`config.mk`:
```
export PLATFORM = sky130hd
export DESIGN_NAME = or8_rr_sched
export DESIGN_NICKNAME = d
export VERILOG_FILES = /design/src/rtl/or8_rr_sched_pkg.sv /design/src/rtl/or8_rr_sched_rr_pick.sv /design/src/rtl/org8.sv /design/src/rtl/or8_rr_sched.sv
export SDC_FILE = /design/constraint.sdc
export NUM_CORES = 1
export LEC_CHECK = 0
export CAP_MARGIN = 30
export CORE_MARGIN = 4
export CORE_UTILIZATION = 37
export DETAILED_ROUTE_END_ITERATION = 10
export PLACE_DENSITY = 0.78
export SYNTH_ARGS = -nofsm -noshare
export SYNTH_HDL_FRONTEND = slang
export SYNTH_SLANG_ARGS = --single-unit
```
`constraint.sdc`:
```
create_clock -name clk -period 2.6 [get_ports clk]
set_clock_uncertainty 0.05 [all_clocks]
set_input_delay 0.52 -clock clk [delete_from_list [all_inputs] [get_ports clk]]
set_output_delay 0.52 -clock clk [all_outputs]
set_load 0.05 [all_outputs]
```
`src/rtl/or8_rr_sched_pkg.sv`:
```
// Shared definitions for the round-robin OR scheduler: datapath width,
// default requester count, index-width helper and the slot-state encoding.
package or8_rr_sched_pkg;

  // The shared OR unit is fixed at 8 bits wide.
  localparam int OR_W     = 8;
  localparam int NREQ_DEF = 4;

  // Width needed to index n items. Never returns less than 1, so a
  // 2-requester build still has a 1-bit index.
  function automatic int clog2(input int n);
    int r;
    r = 1;
    while ((1 << r) < n) r++;
    return r;
  endfunction

  // One-entry response slot state.
  typedef enum logic {
    SLOT_EMPTY = 1'b0,
    SLOT_FULL  = 1'b1
  } slot_e;

endpackage

```
`src/rtl/or8_rr_sched_rr_pick.sv`:
```
// Combinational round-robin picker: scans valid starting at ptr and
// wrapping through N-1 back to 0, returning the first hit as a one-hot
// grant and as an encoded index. Holds no state, so other schedulers can
// reuse it.
module rr_pick #(
  parameter int N   = 4,
  parameter int IDW = 2
) (
  input  logic [N-1:0]   i_valid,
  input  logic [IDW-1:0] i_ptr,
  output logic [N-1:0]   o_grant,
  output logic [IDW-1:0] o_idx,
  output logic           o_any
);

  // Priority scan from ptr. The wrap subtracts N explicitly, so the scan
  // is correct when N is not a power of two.
  always_comb begin
    int j;
    j       = 0;
    o_grant = '0;
    o_idx   = '0;
    o_any   = 1'b0;
    for (int k = 0; k < N; k++) begin
      j = int'(i_ptr) + k;
      if (j >= N) j = j - N;
      if (!o_any && i_valid[j]) begin
        o_any      = 1'b1;
        o_grant[j] = 1'b1;
        o_idx      = IDW'(j);
      end
    end
  end

endmodule

```
`src/rtl/org8.sv`:
```
// Existing 8-bit bitwise OR unit shared by the scheduler.
module org8 (
  input  logic [7:0] a,
  input  logic [7:0] b,
  output logic [7:0] y
);

  assign y = a | b;

endmodule

```
`src/rtl/or8_rr_sched.sv`:
```
// Round-robin scheduler sharing one org8 OR unit among NREQ requesters.
// Each cycle one winner is granted, its x|y goes into a one-entry
// registered response slot, and the slot is tagged with the winner's index.
module or8_rr_sched
  import or8_rr_sched_pkg::*;
#(
  parameter int NREQ = NREQ_DEF,
  parameter int W    = OR_W,
  parameter int IDW  = clog2(NREQ),
  parameter int CNTW = 16
) (
  input  logic              clk,
  input  logic              rst_n,
  input  logic [NREQ-1:0]   req_valid,
  input  logic [NREQ*W-1:0] req_x,
  input  logic [NREQ*W-1:0] req_y,
  output logic [NREQ-1:0]   req_ready,
  output logic              rsp_valid,
  output logic [W-1:0]      rsp_data,
  output logic [IDW-1:0]    rsp_id,
  input  logic              rsp_ready,
  output logic [CNTW-1:0]   op_count
);

  slot_e             r_state;
  slot_e             w_state_nxt;
  logic [IDW-1:0]    r_ptr;
  logic [W-1:0]      r_rsp_data;
  logic [IDW-1:0]    r_rsp_id;
  logic [CNTW-1:0]   r_op_count;

  logic              w_slot_free;
  logic [NREQ-1:0]   w_grant;
  logic [IDW-1:0]    w_idx;
  logic              w_any;
  logic              w_xfer;
  logic [W-1:0]      w_x;
  logic [W-1:0]      w_y;
  logic [W-1:0]      w_or;

  // The slot can accept a new result if it is empty or is being drained.
  assign w_slot_free = (r_state == SLOT_EMPTY) || rsp_ready;

  rr_pick #(
    .N   (NREQ),
    .IDW (IDW)
  ) u_pick (
    .i_valid (req_valid),
    .i_ptr   (r_ptr),
    .o_grant (w_grant),
    .o_idx   (w_idx),
    .o_any   (w_any)
  );

  // Grants are suppressed while the slot is stalled and while reset is
  // asserted, so nothing is granted during reset.
  assign req_ready = w_grant & {NREQ{w_slot_free & rst_n}};
  assign w_xfer    = w_any & w_slot_free & rst_n;

  // Operand mux onto the single shared OR unit.
  assign w_x = req_x[w_idx*W +: W];
  assign w_y = req_y[w_idx*W +: W];

  org8 u_or (
    .a (w_x),
    .b (w_y),
    .y (w_or)
  );

  // Slot state register.
  always_ff @(posedge clk or negedge rst_n) begin
    if (!rst_n) r_state <= SLOT_EMPTY;
    else        r_state <= w_state_nxt;
  end

  // Slot next state: fill on transfer, drain when consumed with no refill.
  always_comb begin
    w_state_nxt = r_state;
    case (r_state)
      SLOT_EMPTY: if (w_xfer)                w_state_nxt = SLOT_FULL;
      SLOT_FULL:  if (rsp_ready && !w_xfer)  w_state_nxt = SLOT_EMPTY;
      default:                               w_state_nxt = SLOT_EMPTY;
    endcase
  end

  // Capture the result and advance priority past the winner on each
  // transfer. Idle cycles leave ptr alone, so priority does not rotate.
  always_ff @(posedge clk or negedge rst_n) begin
    if (!rst_n) begin
      r_rsp_data <= '0;
      r_rsp_id   <= '0;
      r_ptr      <= '0;
    end else if (w_xfer) begin
      r_rsp_data <= w_or;
      r_rsp_id   <= w_idx;
      r_ptr      <= (w_idx == IDW'(NREQ-1)) ? '0 : w_idx + IDW'(1);
    end
  end

  // Accepted-operation counter; wraps silently.
  always_ff @(posedge clk or negedge rst_n) begin
    if (!rst_n)      r_op_count <= '0;
    else if (w_xfer) r_op_count <= r_op_count + CNTW'(1);
  end

  assign rsp_valid = (r_state == SLOT_FULL);
  assign rsp_data  = r_rsp_data;
  assign rsp_id    = r_rsp_id;
  assign op_count  = r_op_count;

endmodule

```
=== Word-level counts from Yosys, hierarchy flattened ===
Index checks and enable logic that the tools add are counted.

* Word-level logic and storage cells: 91
* Memories: 0
* Flip-flop bits (word level): 29
* RAM bits: 0
* Memory bits (read-only): 0
* Input bits: 71
* Latch bits: 0

* Reduce and logical (&&, ||, !) cells: 13
* Shift-type cells: 2
* Multiply operators: 0
* Divide/modulo/power cells: 0
* Muxes and demuxes: 40
* $lt $le $gt $ge: 12
* Equality and inequality tests: 1
* Add/subtract/negate cells: 9
* Bitwise logic cells: 9

{| class="wikitable"
|+ Operators by type and width
! kind !! number
|-
| >= comparator 32 x 1 -> 1 bit (second input constant) || 4
|-
| < comparator 32 x 4 -> 1 bit (second input constant) || 4
|-
| two-way mux 32 bit || 4
|-
| >= comparator 32 x 4 -> 1 bit (second input constant) || 3
|-
| subtractor 32 x 4 -> 32 bit (second input constant) || 3
|-
| variable part select 32 x 6 -> 8 bit || 2
|-
| two-way mux 1 bit || 18
|-
| adder 16 x 1 -> 16 bit (second input constant) || 1
|-
| two-way mux 4 bit || 4
|-
| bitwise OR 4 bit || 3
|-
| two-way mux 2 bit || 5
|-
| binary-select mux 1 bit (select 2 bit) || 4
|-
| demux 1 bit (select 2 bit) || 4
|-
| logical AND 1 bit || 8
|-
| bitwise OR 8 bit || 1
|-
| adder 2 x 2 -> 3 bit (second input constant) || 2
|-
| AND 4 bit || 1
|-
| logical NOT 1 bit || 4
|-
| subtractor 2 x 3 -> 4 bit (second input constant) || 1
|-
| adder 2 x 1 -> 3 bit (second input constant) || 1
|-
| AND 1 bit || 3
|-
| >= comparator 2 x 3 -> 1 bit (second input constant) || 1
|-
| adder 2 x 1 -> 2 bit (second input constant) || 1
|-
| == test 2 bit (second input constant) || 1
|-
| 3 further kinds || 3
|}

=== Longest topological paths before layout ===
Gate-level depths: netlist (run 1).

* Word-level depth: 21
* Depth in mapped cells: 11
* Depth with buffers taken out: 8

=== Cells and area by module ===
From an unflattened synthesis (run 1), not the netlist that was laid out.

* Cells, all modules: 197
* Area, all modules: 2158.3 um2

{| class="wikitable"
|+ By module, submodules not included
! module !! seq. area each (um2) !! instances !! cells an instance !! area each (um2)
|-
| or8_rr_sched || 725.7 || 1 || 141 || 1647.8
|-
| rr_pick || 0.0 || 1 || 48 || 460.4
|-
| org8 || 0.0 || 1 || 8 || 50.0
|}

=== Least setup slack after synthesis (run 1) ===
OpenSTA, ideal clock, no wires.

* Path kind: reg-to-output
* Start: register r_ptr[0]
* End: output port req_ready[0]
* Required time: 2.030 ns
* Setup slack: -0.734 ns
* Data arrival time: 2.764 ns
* Stages on the path, launching flop included: 10
* Cells stage by stage: dfrtp_1 > buf_6 > inv_1 > ha_1 > mux4_2 > nor2b_2 > a22oi_1 > nor2_1 > a221oi_1 > nor2_1

* Longest elaborated chain between the ends: 16
* Elaborated cells between the ends (all ways): 64
* Those cells by class: 7 x add/sub; 12 x order compare; 31 x mux; 4 x bitwise; 10 x reduce/logical

{| class="wikitable"
|+ RTL lines
! element !! RTL line !! RTL
|-
| from (decl) || or8_rr_sched.sv:27 || <nowiki>logic [IDW-1:0] r_ptr;</nowiki>
|-
| from (signal assigned) || or8_rr_sched.sv:96 || <nowiki>r_ptr <= (w_idx == IDW'(NREQ-1)) ? '0 : w_idx + IDW'(1);</nowiki>
|-
| parallel branches: the longest is 14 deep, another holds subtractor 32 x 4 -> 32 bit || - ||
|-
| two-way mux 4 bit (*) || or8_rr_sched_rr_pick.sv:27 || <nowiki>if (!o_any && i_valid[j]) begin</nowiki>
|-
| AND 4 bit (*) || or8_rr_sched.sv:57 || <nowiki>assign req_ready = w_grant & {NREQ{w_slot_free & rst_n}};</nowiki>
|-
| to (decl) || or8_rr_sched.sv:17 || <nowiki>output logic [NREQ-1:0] req_ready,</nowiki>
|}

Every way passes the cells marked *. The select of a mux whose other input is x is not followed.

=== Worst setup path after layout (run 1) ===
* Start: register r_ptr[1]
* End: output port req_ready[0]

The elaborated chain is that of the path after synthesis.

==> results of run 1 <==
## cell type report
class / count / area, µm²
repair buffers: 135 / 1330
clock inverters: 3 / 17.5
flip-flops and latches: 29 / 727
multi-input cells: 160 / 1290
well taps: 70 / 87.6
fillers: 419 / 1700
clock buffers: 5 / 68.8
inverters: 3 / 13.8
## synth_stat cells (4+ instances only)
cell type,instances,area share
a221oi_1,4,0.017
a2111oi_2,8,0.059
clkbuf_1,6,0.011
mux2i_1,12,0.059
nor2_1,39,0.071
xor2_1,4,0.017
dfrtp_1,29,0.35
a22oi_1,4,0.015
a211oi_1,8,0.029
a221o_1,8,0.039
o21ai_1,6,0.015
xnor2_1,12,0.051
ha_1,6,0.037
nand3_1,9,0.022
nand2_1,11,0.020
## where the power goes
group | switching [mW] | internal, mW | total [mW]
sequential | 0.133 | 0.599 | 0.732
clock | 0.180 | 0.184 | 0.365
combinational | 1.42 | 1.20 | 2.62
## worst paths after layout
path	slack, ps	to	depth (start not counted)	startpoint
min in group asynchronous	590	op_count[2]$_DFFE_PN0P_	2	rst_n
max in group asynchronous	1630	r_ptr[0]$_DFFE_PN0P_	2	rst_n
worst min-delay path	440	op_count[15]$_DFFE_PN0P_	1	op_count[15]$_DFFE_PN0P_
worst max-delay path	-310	req_ready[0]	9	r_ptr[1]$_DFFE_PN0P_
worst max register to register	120	rsp_data[6]$_DFFE_PN0P_	10	r_ptr[1]$_DFFE_PN0P_
worst min register to register	440	op_count[15]$_DFFE_PN0P_	1	op_count[15]$_DFFE_PN0P_
## stage by stage
stage               setup WS, ps  power [mW]  utilization
floorplan                   -186        2.47            -
global placement            -330        3.09        0.642
detailed placement          -387        3.14        0.642
CTS                         -287        3.56        0.663
global route                -400        3.96        0.676
finish                      -306        3.71        0.676
## placed cells by master, fill, tap and decap left out, types with 5 or more instances in the layout
cell type and instances:
a2111oi_2 8, a211oi_1 8, a221o_1 8, buf_12 6, buf_4 30, clkbuf_8 5, clkdlybuf4s50_1 93, dfrtp_1 28
ha_1 5, mux2i_1 12, nand2_1 11, nand3_1 9, nor2_1 35, o21ai_1 5, xnor2_1 12
## repair_timing
action,4_1_cts,5_1_grt
endpoints found under the setup margin,12,12
endpoints found under the hold margin,0,0
gates resized for setup,7,3
pin swaps,11,1
setup buffers,3,6
gates cloned,0,0
## logic make-up after synthesis
group | synth area share
AOI/OAI and AO/OA | 0.202
xor gates and xnor gates | 0.0683
adders and majority gates | 0.0366
buffers and inverters | 0.0567
DFF | 0.354
muxes | 0.104
and+or+nand+nor | 0.178
## state kept, by name, indices dropped and copies added, names as in the netlist
signal and cells:
rsp_data 8, r_ptr 2, op_count 16, rsp_id 2, rsp_valid 1
## critical path: cells and delay by family (launching register included)
family,cells,cell delay (ps)
fa+ha+maj,1,270
compound gates,2,140
flops,1,360
mux,1,590
buf+inv,2,200
simple gates,3,470
## routing by layer
metal	track usage	up-vias	share of wire
met1	0.215	933	0.41
met4	0.0449	0	0.0090
li1	-	1015	-
met5	0	-	0
met2	0.322	85	0.49
met3	0.0651	5	0.094
==> run metrics, run 1 <==
final wirelength=6010 µm; Worst Tran Pin Value=533 ps; placed instance count=388; Largest stage delay, worst path=590 ps; Synth Warn #=0; minimum clock period=2910 ps; P_leak=1.44 nW; Hold Worst Slack=439 ps; Non-Filler Instances=405; CTS Buf Count=5; setup repair after global routing missed its margin=yes; initial antenna violation count=0; setup ws final=-306 ps; Arrival @ worst endpoint=2340 ps; asr flop ratio synth=1.00; Tcrit/Tclk final=1.12; number of flops mapped to enable cells by yosys=0; total nets after synthesis=284; hold buffers post-CTS=0; placed inst area=0.00336 mm²; slowest stage cell, crit path=mux4_2; Critical Path RT=2030 ps; PortBufs=101; Clock Latency Late Sink=280 ps; Post-Synthesis Cells=207; Clock transition at path regs=60 ps; die height=82.5 µm; row cnt=26; Final Hold Vio Count=0; Max Freq=344 MHz; setup violators final=4; peak supply drop=0.667 mV; vias in the first global route=2136; MaxCap Viol Count=0; # DRC=0; Routed Antenna Nets=0; Die ar.=0.00680 mm²; failing checks=setup timing; Hold Crit Class=reg2reg; CP max FO=6; io pins=102; PD cells=1050 mW/mm²; GRT overflow=0; largest net degree at the start of global routing=21; CTS tree=done; ratio of cells with drive above 1 in the final layout=0.233; Root Buffer=clkbuf_8; outcome=finished with violations; syn avg cell area=9.91 µm²; worst-path cell chain=inv_2 -> ha_4 -> mux4_2 -> nor2b_4 -> a22oi_1 -> nor2_1 -> a221oi_2 -> nor2_4 -> buf_12; Cell Area, Synth=0.00205 mm²; first-pass GRT wire length=9650 µm; Max-slew headroom=0.644; Starting Density=0.392; First-pass DRT Iterations=4; wire per inst=14.8 µm; vias per inst=5.03; layout net count=411; Global Route Usage Sum=0.185; ANT cells=0; critical path launch point type=register; Die Span X=82.5 µm; Core ar.=0.00524 mm²; max-slew violations=0; gp weighted congestion=0.835; Layout area overhead=72.6%; Top FF cell, synth=dfrtp_1; Initial DRC Count=26; Seq/Total Area, Yosys=0.354; TNS Setup=-1120 ps; routed vias=2038; CP endpoint kind=primary output; Unique masters post-synth=42; Max H-tree Level=2; dpl hpwl=4760 µm; flops & latches, synth=29; clk buf depth=2; Clock Sinks=29; Final Cell Area=0.00354 mm²; crit path kind=reg2out
Note: power is estimated with default switching activity, not from simulation.
==> run 2, diff against run 1 <==
--- a/config.mk
+++ b/config.mk
@@ -9,7 +9,7 @@
 export CORE_MARGIN = 4
 export CORE_UTILIZATION = 37
 export DETAILED_ROUTE_END_ITERATION = 10
-export PLACE_DENSITY = 0.78
+export PLACE_DENSITY = 0.79
 export SYNTH_ARGS = -nofsm -noshare
 export SYNTH_HDL_FRONTEND = slang
 export SYNTH_SLANG_ARGS = --single-unit
==> run 2 against run 1 <==
The flow still finishes with violations (setup timing). Final area increased by 2.5%. Via count up 2.4%. Cell count is 0.25% higher. Non-clock buffer count up 1. Hold slack got worse by 3.8 ps. Critical path depth fell by 1. Largest cell class unchanged. Highest routed layer unchanged.
==> run metrics, run 2 (synthesis results as in run 1) <==
failing checks=setup timing; placed instance count=389 (+0.26%); vias per inst=5.14 (+2.2%); setup repair after global routing missed its margin=yes; minimum clock period=2890 ps (-15.5 ps); Design Power=3.93 mW (+5.7%); initial antenna violation count=0 (unchanged); TNS Setup=-1110 ps (+13.2 ps); Arrival @ worst endpoint=2320 ps (-20 ps); crit path kind=reg2out; number of flip-flops in the largest register=16 (unchanged); Die ar.=0.00680 mm² (unchanged); routed vias=2087 (+2.4%); CTS tree=done; commonest non-fill, non-tap cell in the layout=clkdlybuf4s50_1; Internal Power=2.16 mW (+8.8%); Clock transition at path regs=60 ps (about the same); P_leak=1.47 nW (+2.0%); sw power=1.77 mW (+2.2%); dpl hpwl=4800 µm (+0.87%); clk buf depth=2 (unchanged); Core ar.=0.00524 mm² (unchanged); Switching Fraction=0.450 (-0.0157); Die Span X=82.5 µm (unchanged); Routed Antenna Nets=0 (unchanged); Starting Density=0.392 (unchanged); ratio of cells with drive above 1 in the final layout=0.247 (+0.0142); critical path launch point type=register; PD cells=1080 mW/mm² (+3.2%); Clk pwr share=0.119 (+0.021); Hold Crit Class=reg2reg; largest net degree at the start of global routing=19 (-9.5%); Worst Tran Pin Value=539 ps (+6.20 ps); CTS Buf Count=5 (unchanged); Final Hold Vio Count=0 (unchanged); Initial DRC Count=57 (+120%); die height=82.5 µm (unchanged); vias in the first global route=2113 (-1.1%); Non-Filler Instances=406 (+0.25%); Sequential Power Share=0.189 (-0.008); Critical Path RT=2030 ps (about the same); GRT overflow=0 (unchanged); setup violators final=4 (unchanged); Clock Latency Late Sink=270 ps (about the same); ANT cells=0 (unchanged); Root Buffer=clkbuf_8; outcome=finished with violations; first-pass GRT wire length=9540 µm (-1.1%); Comb power frac=0.692 (-0.013); io pins=102 (unchanged); max-slew violations=0 (unchanged); gp weighted congestion=0.802 (-4.0%); peak supply drop=0.742 mV (+11%); most frequent cells in the layout=93 x clkdlybuf4s50_1, 34 x nor2_1, 30 x buf_4; Clock Sinks=29 (unchanged); # DRC=0 (unchanged); CP endpoint kind=primary output; PortBufs=101 (unchanged); wire per inst=15.3 µm (+3.4%); Tcrit/Tclk final=1.11 (-0.00597); CP max FO=6 (unchanged); Layout area overhead=76.8%; Max Freq=346 MHz (+0.54%); final core area utilization=0.693 (+0.0167); First-pass DRT Iterations=4 (unchanged); Max H-tree Level=2 (unchanged); layout net count=412 (+0.24%); MaxCap Viol Count=0 (unchanged); final wirelength=6230 µm (+3.7%); Max-slew headroom=0.640 (-0.00415); setup ws final=-290 ps (+15.5 ps); row cnt=26 (unchanged); Global Route Usage Sum=0.182 (-0.00310)
==> run 2: cell count changes in the layout (fill, tap and decap cells not counted), sizes merged <==
cell,before,now
clkbuf,5,8
clkinv,2,0
clkinvlp,1,0
bufinv,0,1
==> run 2: worst paths after layout <==
| path | start | to | slack [ps] | cells past startpoint |
|---|---|---|---|---|
| setup / recovery | r_ptr[1]$_DFFE_PN0P_ | req_ready[2] | -290 | 8 |
| hold / removal | op_count[15]$_DFFE_PN0P_ | op_count[15]$_DFFE_PN0P_ | 440 | 1 |
| setup reg to reg | r_ptr[0]$_DFFE_PN0P_ | rsp_data[3]$_DFFE_PN0P_ | 110 | 13 |
| hold reg to reg | op_count[15]$_DFFE_PN0P_ | op_count[15]$_DFFE_PN0P_ | 440 | 1 |
| max in group asynchronous | rst_n | op_count[13]$_DFFE_PN0P_ | 1650 | 2 |
| min in group asynchronous | rst_n | r_ptr[1]$_DFFE_PN0P_ | 620 | 2 |
==> run 2: power by group through the flow <==
stage	registers (mW)	logic, mW	clock network (mW)
after detailed placement	0.739	2.41	0
after global routing	0.760	2.88	0.503
final	0.743	2.72	0.467
after CTS	0.741	2.46	0.475
after floorplan	1.17	1.29	0
after global placement	0.728	2.36	0
==> run 2: critical path, cell delays in order (launching register included) <==
cell	delay, ps
dfrtp_1	360
inv_2	60
ha_4	270
mux4_2	600
a22oi_2	240
nor2_2	50
a221oi_2	250
nor2_4	60
buf_12	150
==> run 2: cell type report <==
cell class,instances,area (µm²)
multi-input combinational,160,1330
timing repair buffer,136,1360
inverter,3,13.8
clock inverter,1,30.0
tap,70,87.6
sequential,29,727
fill,396,1610
clock buffer,7,86.3
==> run 2: per-stage QoR <==
| step | worst slack [ps] | hold WS, ps | instance area (µm²) |
|---|---|---|---|
| 6_report | -290 | 435 | 3630 |
| 4_1_cts | -281 | 432 | 3510 |
| 3_3_place_gp | -358 | 410 | 3370 |
| 3_5_place_dp | -397 | 420 | 3370 |
| 5_1_grt | -402 | 472 | 3630 |
| 2_1_floorplan | -186 | 174 | 2130 |
==> run 2: timing repair <==
item / 4_1_cts / 5_1_grt
gates cloned: 0 / 1
setup endpoints to repair: 8 / 12
pin swaps: 7 / 8
resized for setup: 7 / 9
hold endpoints to repair: 0 / 0
hold buffers: 0 / 0
buffers inserted: 2 / 7
==> run 2: layer usage <==
layer	vias up	wire (µm)	GRT usage
li1	1021	-	-
met1	978	2530	0.216
met2	84	3160	0.320
met3	4	501	0.0586
met4	0	27	0.0349
met5	-	0	0
==> run 3, diff against run 2 <==
--- a/config.mk
+++ b/config.mk
@@ -7,9 +7,10 @@
 export LEC_CHECK = 0
 export CAP_MARGIN = 30
 export CORE_MARGIN = 4
-export CORE_UTILIZATION = 37
+export CORE_UTILIZATION = 38
+export CTS_BUF_LIST = sky130_fd_sc_hd__clkbuf_8
 export DETAILED_ROUTE_END_ITERATION = 10
-export PLACE_DENSITY = 0.79
+export PLACE_DENSITY = 0.8
 export SYNTH_ARGS = -nofsm -noshare
 export SYNTH_HDL_FRONTEND = slang
 export SYNTH_SLANG_ARGS = --single-unit
==> run 3 against run 2 <==
Fmax decreased by 0.12%. First-iteration DRC count increased by 91%. Global-route usage about the same. Setup slack got worse by 3.4 ps. Die area decreased by 2.4%. Utilization decreased by 0.096 points. Critical path depth unchanged. Cell count decreased by 0.49%. Flip-flop and latch count unchanged. The flow still finishes with violations (setup timing). Hold slack got worse by 2.2 ps.
==> run metrics, run 3 (synthesis results as in run 1) <==
Clock Latency Late Sink=270 ps (about the same); commonest non-fill, non-tap cell in the layout=clkdlybuf4s50_1; Starting Density=0.397 (+0.00493); depth of the most critical reg-to-reg path=9 (-4); hold buffers post-CTS=0 (unchanged); setup ws final=-294 ps (-3.45 ps); Arrival @ worst endpoint=2320 ps (about the same); Critical Path RT=2030 ps (about the same); Worst Tran Pin Value=539 ps (-0.101 ps); HP Start=op_count[15]$_DFFE_PN0P_; Hold Crit Class=reg2reg; Clock transition at path regs=60 ps (about the same); # fillers=401 (+1.3%); Initial DRC Count=109 (+91%); routed vias=2070 (-0.81%); CTS Buf Count=5 (unchanged); Hold Path Depth=1 (unchanged); Final Hold Vio Count=0 (unchanged); setup violators final=4 (unchanged); gp weighted congestion=0.765 (-4.6%); failing checks=setup timing; most frequent cells in the layout=93 x clkdlybuf4s50_1, 35 x nor2_1, 29 x buf_4; r2r setup slk=130 ps (+20 ps); final wirelength=5750 µm (-7.7%); PD cells=1060 mW/mm² (-2.3%); Internal Power=2.09 mW (-3.0%); Die ar.=0.00664 mm² (-2.4%); Tcrit/Tclk final=1.11 (+0.00133); vias in the first global route=2057 (-2.7%); die height=81.5 µm (-1.2%); ANT cells=0 (unchanged); Switching Fraction=0.447 (-0.00345); ratio of cells with drive above 1 in the final layout=0.225 (-0.0225); GRT overflow=0 (unchanged); CP max FO=6 (unchanged); Routed Antenna Nets=0 (unchanged); number of flip-flops in the largest register=16 (unchanged); sw power=1.69 mW (-4.4%); Sequential Power Share=0.193 (+0.004); critical path launch point type=register; PortBufs=101 (unchanged); first-pass GRT wire length=9250 µm (-3.1%); Comb power frac=0.683 (-0.009); MaxCap Viol Count=0 (unchanged); clk buf depth=2 (unchanged); outcome=finished with violations; Max H-tree Level=2 (unchanged); Clk pwr share=0.124 (+0.005); Global Route Usage Sum=0.181 (-0.000447); Max Freq=346 MHz (-0.12%); Core ar.=0.00517 mm² (-1.2%); RR Startpoint=r_ptr[0]$_DFFE_PN0P_; Die Span X=81.5 µm (-1.2%); peak supply drop=0.516 mV (-30%); dpl hpwl=4700 µm (-2.0%); Clock Sinks=29 (unchanged); row cnt=26 (unchanged); Max-slew headroom=0.640 (about the same); setup repair after global routing missed its margin=yes; minimum clock period=2890 ps (+3.45 ps); # DRC=0 (unchanged); largest net degree at the start of global routing=26 (+7); max-slew violations=0 (unchanged); Design Power=3.78 mW (-3.6%); initial antenna violation count=0 (unchanged); First-pass DRT Iterations=4 (unchanged); io pins=102 (unchanged); Root Buffer=clkbuf_8; CP endpoint kind=primary output; P_leak=1.46 nW (-0.59%); final core area utilization=0.692 (-0.000961); layout net count=410 (-0.49%); vias per inst=5.12 (-0.32%); wire per inst=14.2 µm (-7.2%); CTS tree=done; crit path kind=reg2out; sink of the worst hold path=op_count[15]$_DFFE_PN0P_; Reg-to-Reg End=rsp_data[1]$_DFFE_PN0P_; Layout area overhead=74.4%
-- run 3: area by class of cell --
| type | count | area [µm²] | share of cell area |
|---|---|---|---|
| Timing Repair Buffer | 134 | 1340 | 0.376 |
| Tap cell | 70 | 87.6 | 0.0245 |
| Sequential cell | 29 | 727 | 0.203 |
| Clock buffer | 6 | 82.6 | 0.0231 |
| Multi-Input combinational cell | 160 | 1290 | 0.360 |
| Clock inverter | 2 | 33.8 | 0.00944 |
| Inverter | 3 | 13.8 | 0.00385 |
-- run 3: how the worst max path moves through the flow --
stage	slack (ps)	startpoint	endpoint
after CTS	-270	r_ptr[0]$_DFFE_PN0P_	req_ready[2]
after detailed placement	-400	req_valid[2]	rsp_data[6]$_DFFE_PN0P_
after global placement	-320	req_valid[2]	rsp_data[6]$_DFFE_PN0P_
after floorplan	-190	r_ptr[0]$_DFFE_PN0P_	req_ready[0]
final	-290	r_ptr[0]$_DFFE_PN0P_	req_ready[1]
after global routing	-390	r_ptr[0]$_DFFE_PN0P_	req_ready[0]
-- run 3: worst max-delay path: stages (launching register included) --
cell	delay, ps
dfrtp_2	380
inv_4	40
ha_4	260
mux4_2	590
a22oi_1	210
nor2_1	70
a221oi_2	260
nor2_4	80
buf_12	150
-- run 3: power by group through the flow --
stage / logic [mW] / clock network (mW) / registers [mW]
after floorplan: 1.29 / 0 / 1.17
after global placement: 2.54 / 0 / 0.729
after detailed placement: 2.57 / 0 / 0.733
after CTS: 2.58 / 0.477 / 0.730
after global routing: 2.75 / 0.509 / 0.754
final: 2.58 / 0.471 / 0.730
-- run 3: what timing repair did --
| item | 4_1_cts | 5_1_grt |
|---|---|---|
| buffers inserted | 0 | 1 |
| endpoints found under the setup margin | 12 | 4 |
| pin swaps | 5 | 2 |
| gates resized for setup | 6 | 1 |
-- run 3: through the flow --
| stage | hold WS, ps | cells | setup slack, ps | TNS [ps] | area (µm²) |
|---|---|---|---|---|---|
| 6_report | 433 | 404 | -294 | -1070 | 3580 |
| 5_1_grt | 461 | 404 | -389 | -1540 | 3580 |
| 4_1_cts | 433 | 403 | -273 | -1080 | 3570 |
| 3_5_place_dp | 426 | 395 | -397 | -4740 | 3450 |
| 3_3_place_gp | 411 | 395 | -320 | -3750 | 3450 |
| 2_1_floorplan | 174 | 207 | -186 | -661 | 2130 |
-- run 3: per-layer routing --
metal | GRT usage | routed length, µm
met2 | 0.318 | 2920
met5 | 0 | 0
met1 | 0.209 | 2300
met3 | 0.0548 | 451
met4 | 0.0574 | 68
==> RTL change 1: new RTL, config.mk and constraints of run 1 <==
The parameter `CNTW` goes from 16 to 15.
--- a/src/rtl/or8_rr_sched.sv
+++ b/src/rtl/or8_rr_sched.sv
@@ -8,5 +8,5 @@
   parameter int W    = OR_W,
   parameter int IDW  = clog2(NREQ),
-  parameter int CNTW = 16
+  parameter int CNTW = 15
 ) (
   input  logic              clk,
Ports: changed (resized op_count); port bits go from 102 to 101. No check against the original RTL was run, so the function may have changed too.
==> RTL change 1 against run 1 <==
  * The run still ends with setup timing left
  * Sequential power down 4.8%
  * Non-clock buffer count down 3
  * Final area down 2.6%
  * Sequential cell count down 1
  * Power down 3.0%
  * Largest cell class unchanged
  * Sequential share of layout area down 0.21 points
  * Synthesized area down 3.4%
  * Critical endpoint unchanged
  * Clock power down 5.5%
  * Routed wire length down 2.0%
  * Worst setup slack worse by 0.068 ns
  * Combinational power down 2%
  * Largest power group unchanged
  * Synthesized cell count up 6.3%
  * Count of clock-buffer cells in the layout down 2
==> RTL change 1: results (changes against run 1) <==
stage,metric,value,unit,change
routing,wl_met2,2925,microns,was 2946 microns
grt,grt_pass1_wl,9418,microns,was 9646 microns
synthesis,synthesis.nets,298,,was 284
cells_and_area,drive_above_1_share,18.13,%,was 23.28%
clocking,post_cts_resized,4,,was 7
grt,grt_max_degree,23,,was 21
placed_design,post_dp_cell_area,0.003331,sq mm,was 0.003362 sq mm
status,violations,setup timing,,unchanged
synthesis,avgSynthCellArea,9.009,sq um,was 9.913 sq um
clocking,insertion_delay,0.28,ns,about the same
routing,routed.top_layer,met4,,unchanged
routing,via_count,2146,,"was 2,038"
status,status,finished with violations,,unchanged
power,p_leak,1.397,nW,was 1.439 nW
routing,avgRoutedWirePerCell,14.28,microns,was 14.83 microns
clocking,path_clk_slew,0.10,ns,was 0.06 ns
synthesis,synth_common_cells,"dfrtp_1 (28), nand2_1 (25), nor2_1 (22), xnor2_1 (13), or3_1 (11)",,"was nor2_1 (39), dfrtp_1 (29), mux2i_1 (12), xnor2_1 (12), nand2_1 (11)"
grt,grt_usage,17.91,%,was 18.46%
routing,drt-met1-wl,2519,microns,was 2437 microns
placed_design,numPortBuffers,100,,was 101
placed_design,gp_congestion,0.9223,,was 0.8352
timing,fin_tns_setup,-1.489,ns,was -1.124 ns
timing,max_slew_margin,64.61,%,was 64.38%
timing,setup-violations-final,5,,was 4
setup_path,cp.arrival,2.40,ns,was 2.34 ns
worst_hold_path,hp-class,reg2reg,,unchanged
synthesis,ys_seq_area_share,35.35,%,was 35.37%
clocking,post_cts_buffers,1,,was 3
power,ir_drop,469.8,uV,was 667.3 uV
clocking,htreeDepth,1,,was 2
routing,wl_met3,385,microns,was 566 microns
cells_and_area,fill_cells,451,,was 419
synthesis,synth_area_leaders,"dfrtp_1 (35%), xnor2_1 (5.7%), nand2_1 (4.7%)",,"was dfrtp_1 (35%), nor2_1 (7.1%), mux2i_1 (5.9%)"
cells_and_area,nets,421,,was 411
setup_path,path_delay_family,multiplexers,,unchanged
placed_design,dp_slack,-0.3591,ns,was -0.3872 ns
placed_design,placed_cells,406,,was 388
routing,vias_per_cell,5.209,,was 5.032
clocking,cts_buffers,3,,was 5
power,p_per_area,1044,mW/mm^2,was 1049 mW/mm^2
cells_and_area,largest_reg_flops,15,,was 16
timing,setup_ws,-0.3745,ns,was -0.3060 ns
clocking,clock_path_buffers,2,,unchanged
grt,antenna_found_initial,0,,unchanged
synthesis,ys_types,45,,was 42
placed_design,hpwl,4876,microns,was 4757 microns
routing,detail_route.iter0.violations,132,,was 26
[RTL change 1: changes by cell type after synthesis, moves of 6 or more]
cell / delta
a31oi_1: +6
nand2_1: +14
o311ai_0: +9
a21oi_1: +7
a2111oi_2: -8
nor2_1: -17
a211oi_1: -6
o21ai_1: -6
or3_1: +11
[RTL change 1: per-layer routing]
layer  vias to the layer above  GRT usage (%)
met3                         6          3.548
met1                      1002          23.02
met5                         -              0
li1                       1057              -
met4                         0          3.885
met2                        81          31.03
[RTL change 1: cell families (layout without fill, tap and decap cells)]
kind of cell | Yosys count | count (layout) | share of synthesized area [%]
mux | 12 | 12 | 6.818
compound gates | 51 | 51 | 19.44
flops | 28 | 28 | 35.35
fa+ha+maj | 7 | 7 | 4.419
buf+inv | 22 | 144 | 6.629
simple gates | 86 | 86 | 21.15
xor+xnor | 14 | 14 | 6.187
[RTL change 1: layout make-up]
class                   instances  area share [%]
clock buffers                   3           1.197
clock inverters                 1          0.8708
inverters                       8           1.451
multi-input cells             170           36.25
flip-flops and latches         28           20.32
well taps                      70           2.540
repair buffers                132           37.37
[RTL change 1: final timing paths]
path | from | end | slack, ns | depth (start not counted)
worst max-delay path | r_ptr[1] | req_ready[0] | -0.37 | 8
max in group asynchronous | rst_n | rsp_valid | 1.62 | 2
min in group asynchronous | rst_n | rsp_data[2] | 0.59 | 2
worst min register to register | op_count[14] | op_count[14] | 0.43 | 1
worst min-delay path | op_count[14] | op_count[14] | 0.43 | 1
worst max register to register | r_ptr[1] | rsp_data[5] | -0.04 | 10
[RTL change 1: power by group]
part / internal [mW] / switching (mW) / total, mW
clock: 0.206 / 0.139 / 0.345
sequential: 0.571 / 0.125 / 0.697
combinational: 1.15 / 1.41 / 2.56
total: 1.93 / 1.67 / 3.60
==> RTL change 2: new RTL, flow settings as in run 1 <==
Without the edit above. Register the output `op_count` once more; this adds one clock of latency there. The other outputs are not delayed to match.
--- a/src/rtl/or8_rr_sched.sv
+++ b/src/rtl/or8_rr_sched.sv
@@ -107,5 +107,7 @@
   assign rsp_data  = r_rsp_data;
   assign rsp_id    = r_rsp_id;
-  assign op_count  = r_op_count;
+  always_ff @(posedge clk) begin
+    op_count <= r_op_count;
+  end
 
 endmodule
Formal check against the unedited RTL: not equivalent (a bounded check fails within 4 cycles, from zero or initial values and one cycle with rst_n low).
==> RTL change 2 against run 1 <==
  * The flow still finishes with violations (setup timing)
  * Hold slack worse by 0.085 ns
  * Die area is 25% higher
  * Final area is 24% higher
  * Synthesized area is 28% higher
  * Routed wire length is 28% higher
  * Clock power is 40% higher
  * Non-clock buffer count is 9 higher
  * Sequential cell count is 16 higher
  * Worst setup slack worse by 0.19 ns
  * Power is 45% higher
  * Final cell count is 23% higher
  * Register-to-register slack worse by 0.32 ns
  * Critical path type unchanged
  * Critical endpoint is now req_ready[2]
  * Highest routed layer unchanged
==> RTL change 2: results (changes against run 1) <==
stage,metric,value,unit,change
setup_path,cp_max_fo,7,,was 6
power,comb_power_share,71.3,%,was 70.5%
grt,grt_max_degree,30,,was 21
synthesis,async_reset_ff_share,64.44,%,was 100.0%
grt,grt_pass1_wl,12450,microns,was 9646 microns
timing,max_slew_margin,63.89,%,was 64.38%
grt,grtUsageMet3,5.250,%,was 6.508%
cells_and_area,multi_input_gates,204,,was 160
routing,wl_met2,3946,microns,was 2946 microns
routing,wl,7695,microns,was 6005 microns
grt,grt_pass1_vias,2551,,"was 2,136"
synthesis,synth_area_leaders,"dfrtp_1 (28%), dfxtp_1 (12%), nor2_1 (7.5%)",,"was dfrtp_1 (35%), nor2_1 (7.1%), mux2i_1 (5.9%)"
grt,grt_usage,18.22,%,was 18.46%
setup_path,r2r_end,rsp_data[3],,was rsp_data[6]
status,status,finished with violations,,unchanged
synthesis,synthCells,266,,was 207
synthesis,ys_types,55,,was 42
cells_and_area,final-clk-cell-share,2.448,%,was 2.438%
power,clockPowerShare,9.5,%,was 9.8%
worst_hold_path,hp-start,r_op_count[15],,was op_count[15]
clocking,post_cts_resized,22,,was 7
synthesis,synth_common_cells,"nor2_1 (52), dfrtp_1 (29), dfxtp_1 (16)",,"was nor2_1 (39), dfrtp_1 (29), mux2i_1 (12), xnor2_1 (12), nand2_1 (11)"
grt,use_met2,31.75,%,was 32.21%
cells_and_area,clock_buffers,6,,was 5
synthesis,ys_seq_area_share,39.94,%,was 35.37%
setup_path,r2r_slack,-0.20,ns,was 0.12 ns
setup_path,worstReg2RegStart,r_ptr[0],,was r_ptr[1]
routing,vias_per_cell,5.030,,was 5.032
cells_and_area,drive_above_1_share,28.47,%,was 23.28%
setup_path,cp.arrival,2.52,ns,was 2.34 ns
timing,setup_ws,-0.4929,ns,was -0.3060 ns
routing,wl_met3,606,microns,was 566 microns
power,ir_drop,573.1,uV,was 667.3 uV
placed_design,gp_congestion,0.8291,,was 0.8352
power,p_leak,1.777,nW,was 1.439 nW
grt,met1_usage,22.09,%,was 21.50%
timing,setup-violations-final,18,,was 4
setup_path,cpPeakStageDelay,0.61,ns,was 0.59 ns
cells_and_area,buf_share,33.08,%,was 37.67%
clocking,clk_root_buffer_cell,clkbuf_8,,unchanged
placed_design,placed_cells,483,,was 388
clocking,path_clk_slew,0.08,ns,was 0.06 ns
setup_path,worstSetupEndpoint,req_ready[2],,was req_ready[0]
worst_hold_path,min_path_cells,0,,was 1
cells_and_area,fill_cells,575,,was 419
power,switching_share,44.44,%,was 46.60%
routing,drt-met1-wl,3069,microns,was 2437 microns
timing,fin_tns_setup,-3.181,ns,was -1.124 ns
placed_design,dp_slack,-0.5700,ns,was -0.3872 ns
cells_and_area,multi_input_area,0.001648,sq mm,was 0.001292 sq mm
routing,detail_route.iter0.violations,77,,was 26
status,violations,setup timing,,unchanged
placed_design,hpwl,5954,microns,was 4757 microns
cells_and_area,seq_cells,45,,was 29
worst_hold_path,min_to,op_count[15],,unchanged
power,p_per_area,1223,mW/mm^2,was 1049 mW/mm^2
[RTL change 2: cell types whose count changed in the layout (fill, tap and decap cells not counted), sizes merged, moves of 7 or more]
| cell | run 1 | this run |
|---|---|---|
| a221o | 8 | 1 |
| o22ai | 1 | 11 |
| mux2i | 12 | 3 |
| nor2 | 39 | 53 |
| mux2 | 2 | 13 |
| a2111oi | 8 | 1 |
| dfxtp | 0 | 16 |
| nor3 | 1 | 15 |
| buf | 38 | 47 |
[RTL change 2: kinds of logic after synthesis]
group           Yosys count  share of synthesized area [%]
fa+ha+maj                 6                          2.867
flops                    45                          39.94
xor+xnor                 17                          5.686
mux                      20                          10.32
compound gates           45                          14.24
buf+inv                  17                          4.586
simple gates            116                          22.36
[RTL change 2: metrics by stage]
stage / cell area, sq um / hold WS, ns
floorplan: 2758 / 0.1744
global placement: 4076 / 0.3294
detailed placement: 4076 / 0.3367
CTS: 4328 / 0.3544
global route: 4395 / 0.3602
finish: 4395 / 0.3543
